$ cat src/rtl/bitserial_pkg.sv
// Shared types and helpers for the bit-serial operand streamer.
//   state_t    : streamer FSM states
//   pair_tag_t : per-pair dot-product framing flags stored alongside operands
//   clog2      : ceiling log2 usable in parameter/port width expressions
package bitserial_pkg;

   typedef enum logic [1:0] {
      ST_IDLE      = 2'd0,
      ST_LAUNCH    = 2'd1,
      ST_SHIFT     = 2'd2,
      ST_WAIT_DONE = 2'd3
   } state_t;

   typedef struct packed {
      logic first;   // clear the accumulator when this pair launches
      logic last;    // report dot_done when this pair's multiply completes
   } pair_tag_t;

   // ceil(log2(value)); returns 0 for value <= 1
   function automatic int clog2(input int value);
      int r;
      int v;
      r = 0;
      v = 1;
      while (v < value) begin
         v = v << 1;
         r = r + 1;
      end
      return r;
   endfunction

endpackage

$ cat src/rtl/operand_fifo.sv
// Synchronous FIFO holding packed operand-pair entries.
//   clk, rst_n : clock, asynchronous active-low reset (empties the FIFO)
//   push       : write push_data this cycle; caller pushes only when
//                count < DEPTH, or when full together with pop
//   pop        : drop the head entry this cycle; caller pops only when count > 0
//   pop_data   : current head entry (combinational read of storage)
//   count      : occupied entries, 0..DEPTH
// DEPTH must be a power of two so the pointers wrap by natural overflow.
module operand_fifo
   import bitserial_pkg::*;
#(
   parameter int WIDTH = 8,
   parameter int DEPTH = 4
)
(
   input  logic                   clk,
   input  logic                   rst_n,
   input  logic                   push,
   input  logic [WIDTH-1:0]       push_data,
   input  logic                   pop,
   output logic [WIDTH-1:0]       pop_data,
   output logic [clog2(DEPTH):0]  count
);

   localparam int PTR_W = (DEPTH > 1) ? clog2(DEPTH) : 1;

   logic [WIDTH-1:0] mem [DEPTH];
   logic [PTR_W-1:0] wr_ptr;
   logic [PTR_W-1:0] rd_ptr;

   always_ff @(posedge clk or negedge rst_n) begin
      if (!rst_n) begin
         wr_ptr <= '0;
         rd_ptr <= '0;
         count  <= '0;
      end else begin
         if (push) wr_ptr <= wr_ptr + 1'b1;
         if (pop)  rd_ptr <= rd_ptr + 1'b1;
         // simultaneous push and pop leaves the occupancy unchanged
         case ({push, pop})
            2'b10:   count <= count + 1'b1;
            2'b01:   count <= count - 1'b1;
            default: count <= count;
         endcase
      end
   end

   // Storage needs no reset: an entry is only read after it was written.
   // When full with push+pop, the write lands on the slot being read out,
   // which is safe because the head is consumed at the same edge.
   always_ff @(posedge clk) begin
      if (push) mem[wr_ptr] <= push_data;
   end

   assign pop_data = mem[rd_ptr];

endmodule

$ cat src/rtl/bitserial_operand_streamer.sv
// Initiator side of the bit-serial MAC operand interface.
// Buffers (multiplicand, multiplier) pairs, then launches one MAC operation
// per pair: multiplicand in parallel, multiplier LSB-first one bit per cycle,
// then waits for mac_done (bounded by DONE_TIMEOUT).
// Ports:
//   clk, rst_n                         clock, asynchronous active-low reset
//   in_valid/in_ready                  upstream handshake
//   in_multiplicand/in_multiplier      operand pair
//   in_first/in_last                   dot-product framing flags
//   mac_start/mac_clear_acc            launch pulse and accumulator clear
//   mac_multiplicand/mac_multiplier    operands held from launch to next launch
//   mac_serial_bit                     serial multiplier bit
//   mac_done                           MAC completion
//   dot_done                           pulse after completion of an in_last pair
//   busy, fifo_count, timeout_err      status
//
// Handshake: a pair transfers on a rising edge where in_valid && in_ready.
// in_ready depends only on the registered FIFO count (count < FIFO_DEPTH),
// never on this cycle's pop, so there is no combinational ready path.
// in_valid may be held high while in_ready is low; data must stay stable.
module bitserial_operand_streamer
   import bitserial_pkg::*;
#(
   parameter int MULTIPLICAND_WIDTH = 16,
   parameter int MULTIPLIER_WIDTH   = 16,
   parameter int FIFO_DEPTH         = 4,
   parameter int DONE_TIMEOUT       = 64
)
(
   input  logic                           clk,
   input  logic                           rst_n,
   input  logic                           in_valid,
   output logic                           in_ready,
   input  logic [MULTIPLICAND_WIDTH-1:0]  in_multiplicand,
   input  logic [MULTIPLIER_WIDTH-1:0]    in_multiplier,
   input  logic                           in_first,
   input  logic                           in_last,
   output logic                           mac_start,
   output logic                           mac_clear_acc,
   output logic [MULTIPLICAND_WIDTH-1:0]  mac_multiplicand,
   output logic [MULTIPLIER_WIDTH-1:0]    mac_multiplier,
   output logic                           mac_serial_bit,
   input  logic                           mac_done,
   output logic                           dot_done,
   output logic                           busy,
   output logic [clog2(FIFO_DEPTH):0]     fifo_count,
   output logic                           timeout_err
);

   localparam int W1        = MULTIPLICAND_WIDTH;
   localparam int W2        = MULTIPLIER_WIDTH;
   localparam int ENTRY_W   = W1 + W2 + 2;
   localparam int CNT_W     = clog2(FIFO_DEPTH) + 1;
   localparam int BIT_CNT_W = clog2(W2) + 1;
   localparam int TMO_W     = clog2(DONE_TIMEOUT) + 1;

   localparam logic [CNT_W-1:0]     FIFO_FULL    = CNT_W'(FIFO_DEPTH);
   localparam logic [BIT_CNT_W-1:0] BIT_CNT_LAST = BIT_CNT_W'(W2);
   localparam logic [TMO_W-1:0]     TMO_LAST     = TMO_W'(DONE_TIMEOUT - 1);

   // ---------------- operand buffer ----------------
   pair_tag_t          in_tag;
   pair_tag_t          head_tag;
   logic [ENTRY_W-1:0] fifo_in;
   logic [ENTRY_W-1:0] fifo_head;
   logic [W1-1:0]      head_mcand;
   logic [W2-1:0]      head_mplier;
   logic               push;
   logic               pop;

   state_t             state;

   assign in_tag.first = in_first;
   assign in_tag.last  = in_last;
   assign fifo_in      = {in_multiplicand, in_multiplier, in_tag};

   assign head_mcand   = fifo_head[ENTRY_W-1 -: W1];
   assign head_mplier  = fifo_head[2 +: W2];
   assign head_tag     = pair_tag_t'(fifo_head[1:0]);

   assign in_ready = (fifo_count < FIFO_FULL);
   assign push     = in_valid && in_ready;
   // Pairs leave the buffer only on the IDLE -> LAUNCH transition.
   assign pop      = (state == ST_IDLE) && (fifo_count != '0);

   operand_fifo #(
      .WIDTH (ENTRY_W),
      .DEPTH (FIFO_DEPTH)
   ) u_fifo (
      .clk       (clk),
      .rst_n     (rst_n),
      .push      (push),
      .push_data (fifo_in),
      .pop       (pop),
      .pop_data  (fifo_head),
      .count     (fifo_count)
   );

   // ---------------- launch / shift / wait FSM ----------------
   logic [W2-1:0]        shift_reg;   // multiplier bits not yet driven, LSB next
   logic [BIT_CNT_W-1:0] bit_cnt;     // multiplier bits already driven
   logic [TMO_W-1:0]     tmo_cnt;     // cycles spent in WAIT_DONE
   logic                 held_last;

   always_ff @(posedge clk or negedge rst_n) begin
      if (!rst_n) begin
         state            <= ST_IDLE;
         shift_reg        <= '0;
         bit_cnt          <= '0;
         tmo_cnt          <= '0;
         held_last        <= 1'b0;
         mac_start        <= 1'b0;
         mac_clear_acc    <= 1'b0;
         mac_multiplicand <= '0;
         mac_multiplier   <= '0;
         mac_serial_bit   <= 1'b0;
         dot_done         <= 1'b0;
         timeout_err      <= 1'b0;
      end else begin
         mac_start     <= 1'b0;
         mac_clear_acc <= 1'b0;
         dot_done      <= 1'b0;

         case (state)
            ST_IDLE: begin
               if (pop) begin
                  state            <= ST_LAUNCH;
                  mac_start        <= 1'b1;
                  mac_clear_acc    <= head_tag.first;
                  held_last        <= head_tag.last;
                  mac_multiplicand <= head_mcand;
                  mac_multiplier   <= head_mplier;
                  mac_serial_bit   <= head_mplier[0];
                  shift_reg        <= head_mplier >> 1;
                  bit_cnt          <= BIT_CNT_W'(1);
               end
            end

            // LAUNCH drives bit 0 (loaded above); every later cycle drives
            // the next bit until all W2 bits are out. With W2 == 1 the
            // count is already complete in LAUNCH, so SHIFT is skipped.
            // mac_done arriving here is a protocol violation and is ignored.
            ST_LAUNCH, ST_SHIFT: begin
               if (bit_cnt == BIT_CNT_LAST) begin
                  state          <= ST_WAIT_DONE;
                  mac_serial_bit <= 1'b0;
                  tmo_cnt        <= '0;
               end else begin
                  state          <= ST_SHIFT;
                  mac_serial_bit <= shift_reg[0];
                  shift_reg      <= shift_reg >> 1;
                  bit_cnt        <= bit_cnt + 1'b1;
               end
            end

            ST_WAIT_DONE: begin
               if (mac_done) begin
                  state    <= ST_IDLE;
                  dot_done <= held_last;
               end else if (tmo_cnt == TMO_LAST) begin
                  // give up on this pair; the error stays set until reset
                  state       <= ST_IDLE;
                  timeout_err <= 1'b1;
               end else begin
                  tmo_cnt <= tmo_cnt + 1'b1;
               end
            end

            default: state <= ST_IDLE;
         endcase
      end
   end

   assign busy = (state != ST_IDLE) || (fifo_count != '0);

endmodule
$ cat config.mk
export PLATFORM = sky130hd
export DESIGN_NAME = bitserial_operand_streamer
export DESIGN_NICKNAME = d
export VERILOG_FILES = /design/src/rtl/bitserial_pkg.sv /design/src/rtl/operand_fifo.sv /design/src/rtl/bitserial_operand_streamer.sv
export SDC_FILE = /design/constraint.sdc
export NUM_CORES = 1
export LEC_CHECK = 0
export BUFFER_PORTS_ARGS = -buffer_cell sky130_fd_sc_hd__buf_4
export CAP_MARGIN = 20
export CORE_MARGIN = 4
export CORE_UTILIZATION = 58
export DETAILED_ROUTE_END_ITERATION = 10
export PLACE_DENSITY = 0.83
export SYNTH_ARGS = -nofsm -noshare
export SYNTH_HDL_FRONTEND = slang
export SYNTH_SLANG_ARGS = --single-unit
$ cat constraint.sdc
create_clock -name clk -period 2.93 [get_ports clk]
set_input_delay 0.4395 -clock clk [delete_from_list [all_inputs] [get_ports clk]]
set_output_delay 0.4395 -clock clk [all_outputs]
set_load 0.01 [all_outputs]
==> out/qor.txt <==
Highest Clock Rate = 399 MHz
Max Slew Vio Count = 0
Vias in the first global route = 4577
First-pass iteration count of the detailed router = 5
1st-iter DRT viols = 281
Arr. time, crit path = 2.07 ns
Overflow left after global routing = 0
Most frequent cells in the layout = edfxtp_1 (136), buf_4 (88), dfrtp_1 (72), mux4_2 (34), nand2_1 (34)
Routed wire length = 15300 um
Area Overhead vs Synth = 17.7%
Critical R2R Capture = shift_reg[3]$_DFFE_PN0P_
Least-Margin Pin Slew = 0.950 ns
Cell Rows = 43
Yosys reg bits = 210
Core Box Area = 13900 um2
Worst R2R Start = state[0]$_DFFE_PN0P_
Period utilization = 85.5%
Crit path kind = reg2out
Final ANT Viol Nets = 0
Initial Utilization = 59.6%
Fin nets = 605
Main synth FF type = edfxtp_1
Top cell by count, worst path = inv_1
Switching share of power = 31.9%
Final Hold Vio Count = 0
First-pass GRT wire length = 24700 um
Seq pwr share = 40.5%
Startpoint Class = flip-flop
Clock Power Share = 23.3%
Pwr dens = 1120 nW/um2
Fin crit period = 2.50 ns
CTS Root Cell = clkbuf_16
Commonest non-fill, non-tap cell in the layout = edfxtp_1
CP Max Fanout = 7
Total GRT Usage = 19.5%
Port Buffers = 79
Top Registers = u_fifo.mem (136), mac_multiplicand (16), mac_multiplier (16)
Crit end category = output pin
YS warnings = 0
Placement Setup Slack = 0.569 ns
Synth async-reset ratio = 35.2%
# fillers = 880
Drc violations = 0
GP Congestion = 0.826
Mapped Area = 8300 um2
Setup WS post-layout = 0.425 ns
Number of synthesized flops with an enable pin = 136
Slew HR = 36.7%
Die width = 128 um
Clk_lat worst skew = 0.49 ns
# diodes = 0
Post-synthesis sequential area ratio = 71.5%
RSZ-0062 raised after global routing = no
Initial antenna violation count = 0
Detailed Place HPWL = 9440 um
Setup-failing EPs final = 0
IO Pins = 80
Pint = 0.00744 W
Share of cells above drive strength 1 = 35.4%
Static leakage = 3.79 nW
CP max stage delay = 0.51 ns
Slowest stage cell, crit path = nor4b_4
Syn_area_per_cell = 17.9 um2
VDD IR max = 617 uV
CTS sink cnt = 210
Fin Hold WS = 0.116 ns
Reg2Reg Depth = 7
Biggest register = u_fifo.mem
TritonCTS buffer count = 21
Setup fix buffers added after clock tree synthesis = 0
Worst Path Required = 2.49 ns
Max Buffers Root-to-Sink = 3
Flop-to-flop setup slack = 0.54 ns
Die area = 16300 um2
Cells along the critical path = inv_1 -> ha_1 -> nor4b_4 -> inv_1 -> buf_4
Cells after synthesis = 463
Worst hold-check path type = in2async
Combinational share of power = 36.3%
Syn Nets = 512
Final setup TNS = 0 ns
Post-CTS Hold Buffers = 0
DR vias/cell = 5.72
WL per Instance = 20.3 um
Post-Route Skew = 0.0169 ns
Largest net degree at the start of global routing = 75
Cell variety after synth = 45
CTS resizes = 0
Max cap viols = 0
Net Sw Power = 0.00349 W
Reg clk slew, reported paths = 0.06 ns
H-tree levels = 1
Total number of vias = 4297
Outcome = finished clean
CTS tree = done
Max reg flops = 136
Height of the die = 128 um
[Yosys cell counts (2+ instances only)]
library cell / count / area share (%)
edfxtp_1: 136 / 49
dfrtp_1: 74 / 22
mux4_2: 34 / 9.2
nand2_1: 34 / 1.5
mux2_4: 26 / 4.7
nor2_1: 21 / 0.95
inv_1: 19 / 0.86
a31oi_1: 15 / 1.1
buf_2: 10 / 0.60
ha_1: 10 / 1.5
mux2_2: 8 / 1.1
o21ai_0: 7 / 0.42
xnor2_1: 7 / 0.74
and2_1: 6 / 0.45
nand3_1: 6 / 0.36
a21oi_1: 4 / 0.24
clkbuf_1: 4 / 0.18
nand2b_1: 4 / 0.30
a21o_1: 3 / 0.27
buf_6: 3 / 0.41
a22o_1: 2 / 0.21
and3_1: 2 / 0.15
mux2i_1: 2 / 0.24
nor2b_1: 2 / 0.15
nor3_1: 2 / 0.12
o22ai_1: 2 / 0.15
xor2_1: 2 / 0.21
[metrics by stage]
stage / instances / cell area, um2 / total power [W] / utilization (%)
floorplan: 463 / 8300 / 0.00722 / -
global placement: 713 / 9100 / 0.00824 / 65.3
detailed placement: 713 / 9100 / 0.00847 / 65.3
CTS: 751 / 9770 / 0.0110 / 70.1
global route: 751 / 9770 / 0.0116 / 70.1
finish: 751 / 9770 / 0.0109 / 70.1
[power groups by stage]
stage / clock network, W / logic (W) / registers, W
after floorplan: 0 / 0.00281 / 0.00441
after global placement: 0 / 0.00383 / 0.00441
after detailed placement: 0 / 0.00400 / 0.00446
after CTS: 0.00259 / 0.00402 / 0.00442
after global routing: 0.00273 / 0.00436 / 0.00450
final: 0.00254 / 0.00397 / 0.00442
[layout make-up]
type                       instances  area [um2]  area share, %
clock buffer                      27         578           5.92
clock inverter                    11        86.3          0.884
inverter                          19        71.3          0.730
multi-input combinational        215        2190           22.4
sequential                       210        5940           60.8
tap                              180         225           2.31
timing repair buffer              89         681           6.97
[how the worst max path moves through the flow]
| stage | from | end | slack [ns] | cells after the start |
|---|---|---|---|---|
| after floorplan | state[0]$_DFFE_PN0P_ | u_fifo.count[1]$_DFFE_PN0P_ | 0.72 | 9 |
| after global placement | state[0]$_DFFE_PN0P_ | shift_reg[8]$_DFFE_PN0P_ | 0.79 | 7 |
| after detailed placement | state[0]$_DFFE_PN0P_ | shift_reg[4]$_DFFE_PN0P_ | 0.57 | 7 |
| after CTS | state[0]$_DFFE_PN0P_ | busy | 0.41 | 5 |
| after global routing | state[0]$_DFFE_PN0P_ | busy | 0.30 | 5 |
| final | state[0]$_DFFE_PN0P_ | busy | 0.43 | 5 |
[worst max-delay path, delay by kind of cell (launching register included)]
kind	cells	cell delay [ns]
adders and majority gates	1	0.20
buffers and inverters	3	0.48
DFF	1	0.39
and+or+nand+nor	1	0.51
[logic make-up after synthesis]
group,count (synthesis),share of synthesized area [%]
xor gates and xnor gates,9,0.950
muxes,70,15.3
DFF,210,71.5
adders and majority gates,11,1.75
buffers and inverters,38,2.19
AOI/OAI and AO/OA,43,3.59
and+or+nand+nor,82,4.75
[layer usage]
metal  track usage [%]  share of wire [%]  up-vias
li1                  -                  -     1933
met1              26.5                 41     2213
met2              32.8                 51      126
met3              4.22                6.4       25
met4              4.74                2.0        0
met5                 0                  0        -
Power figures use the tool's default switching activity.
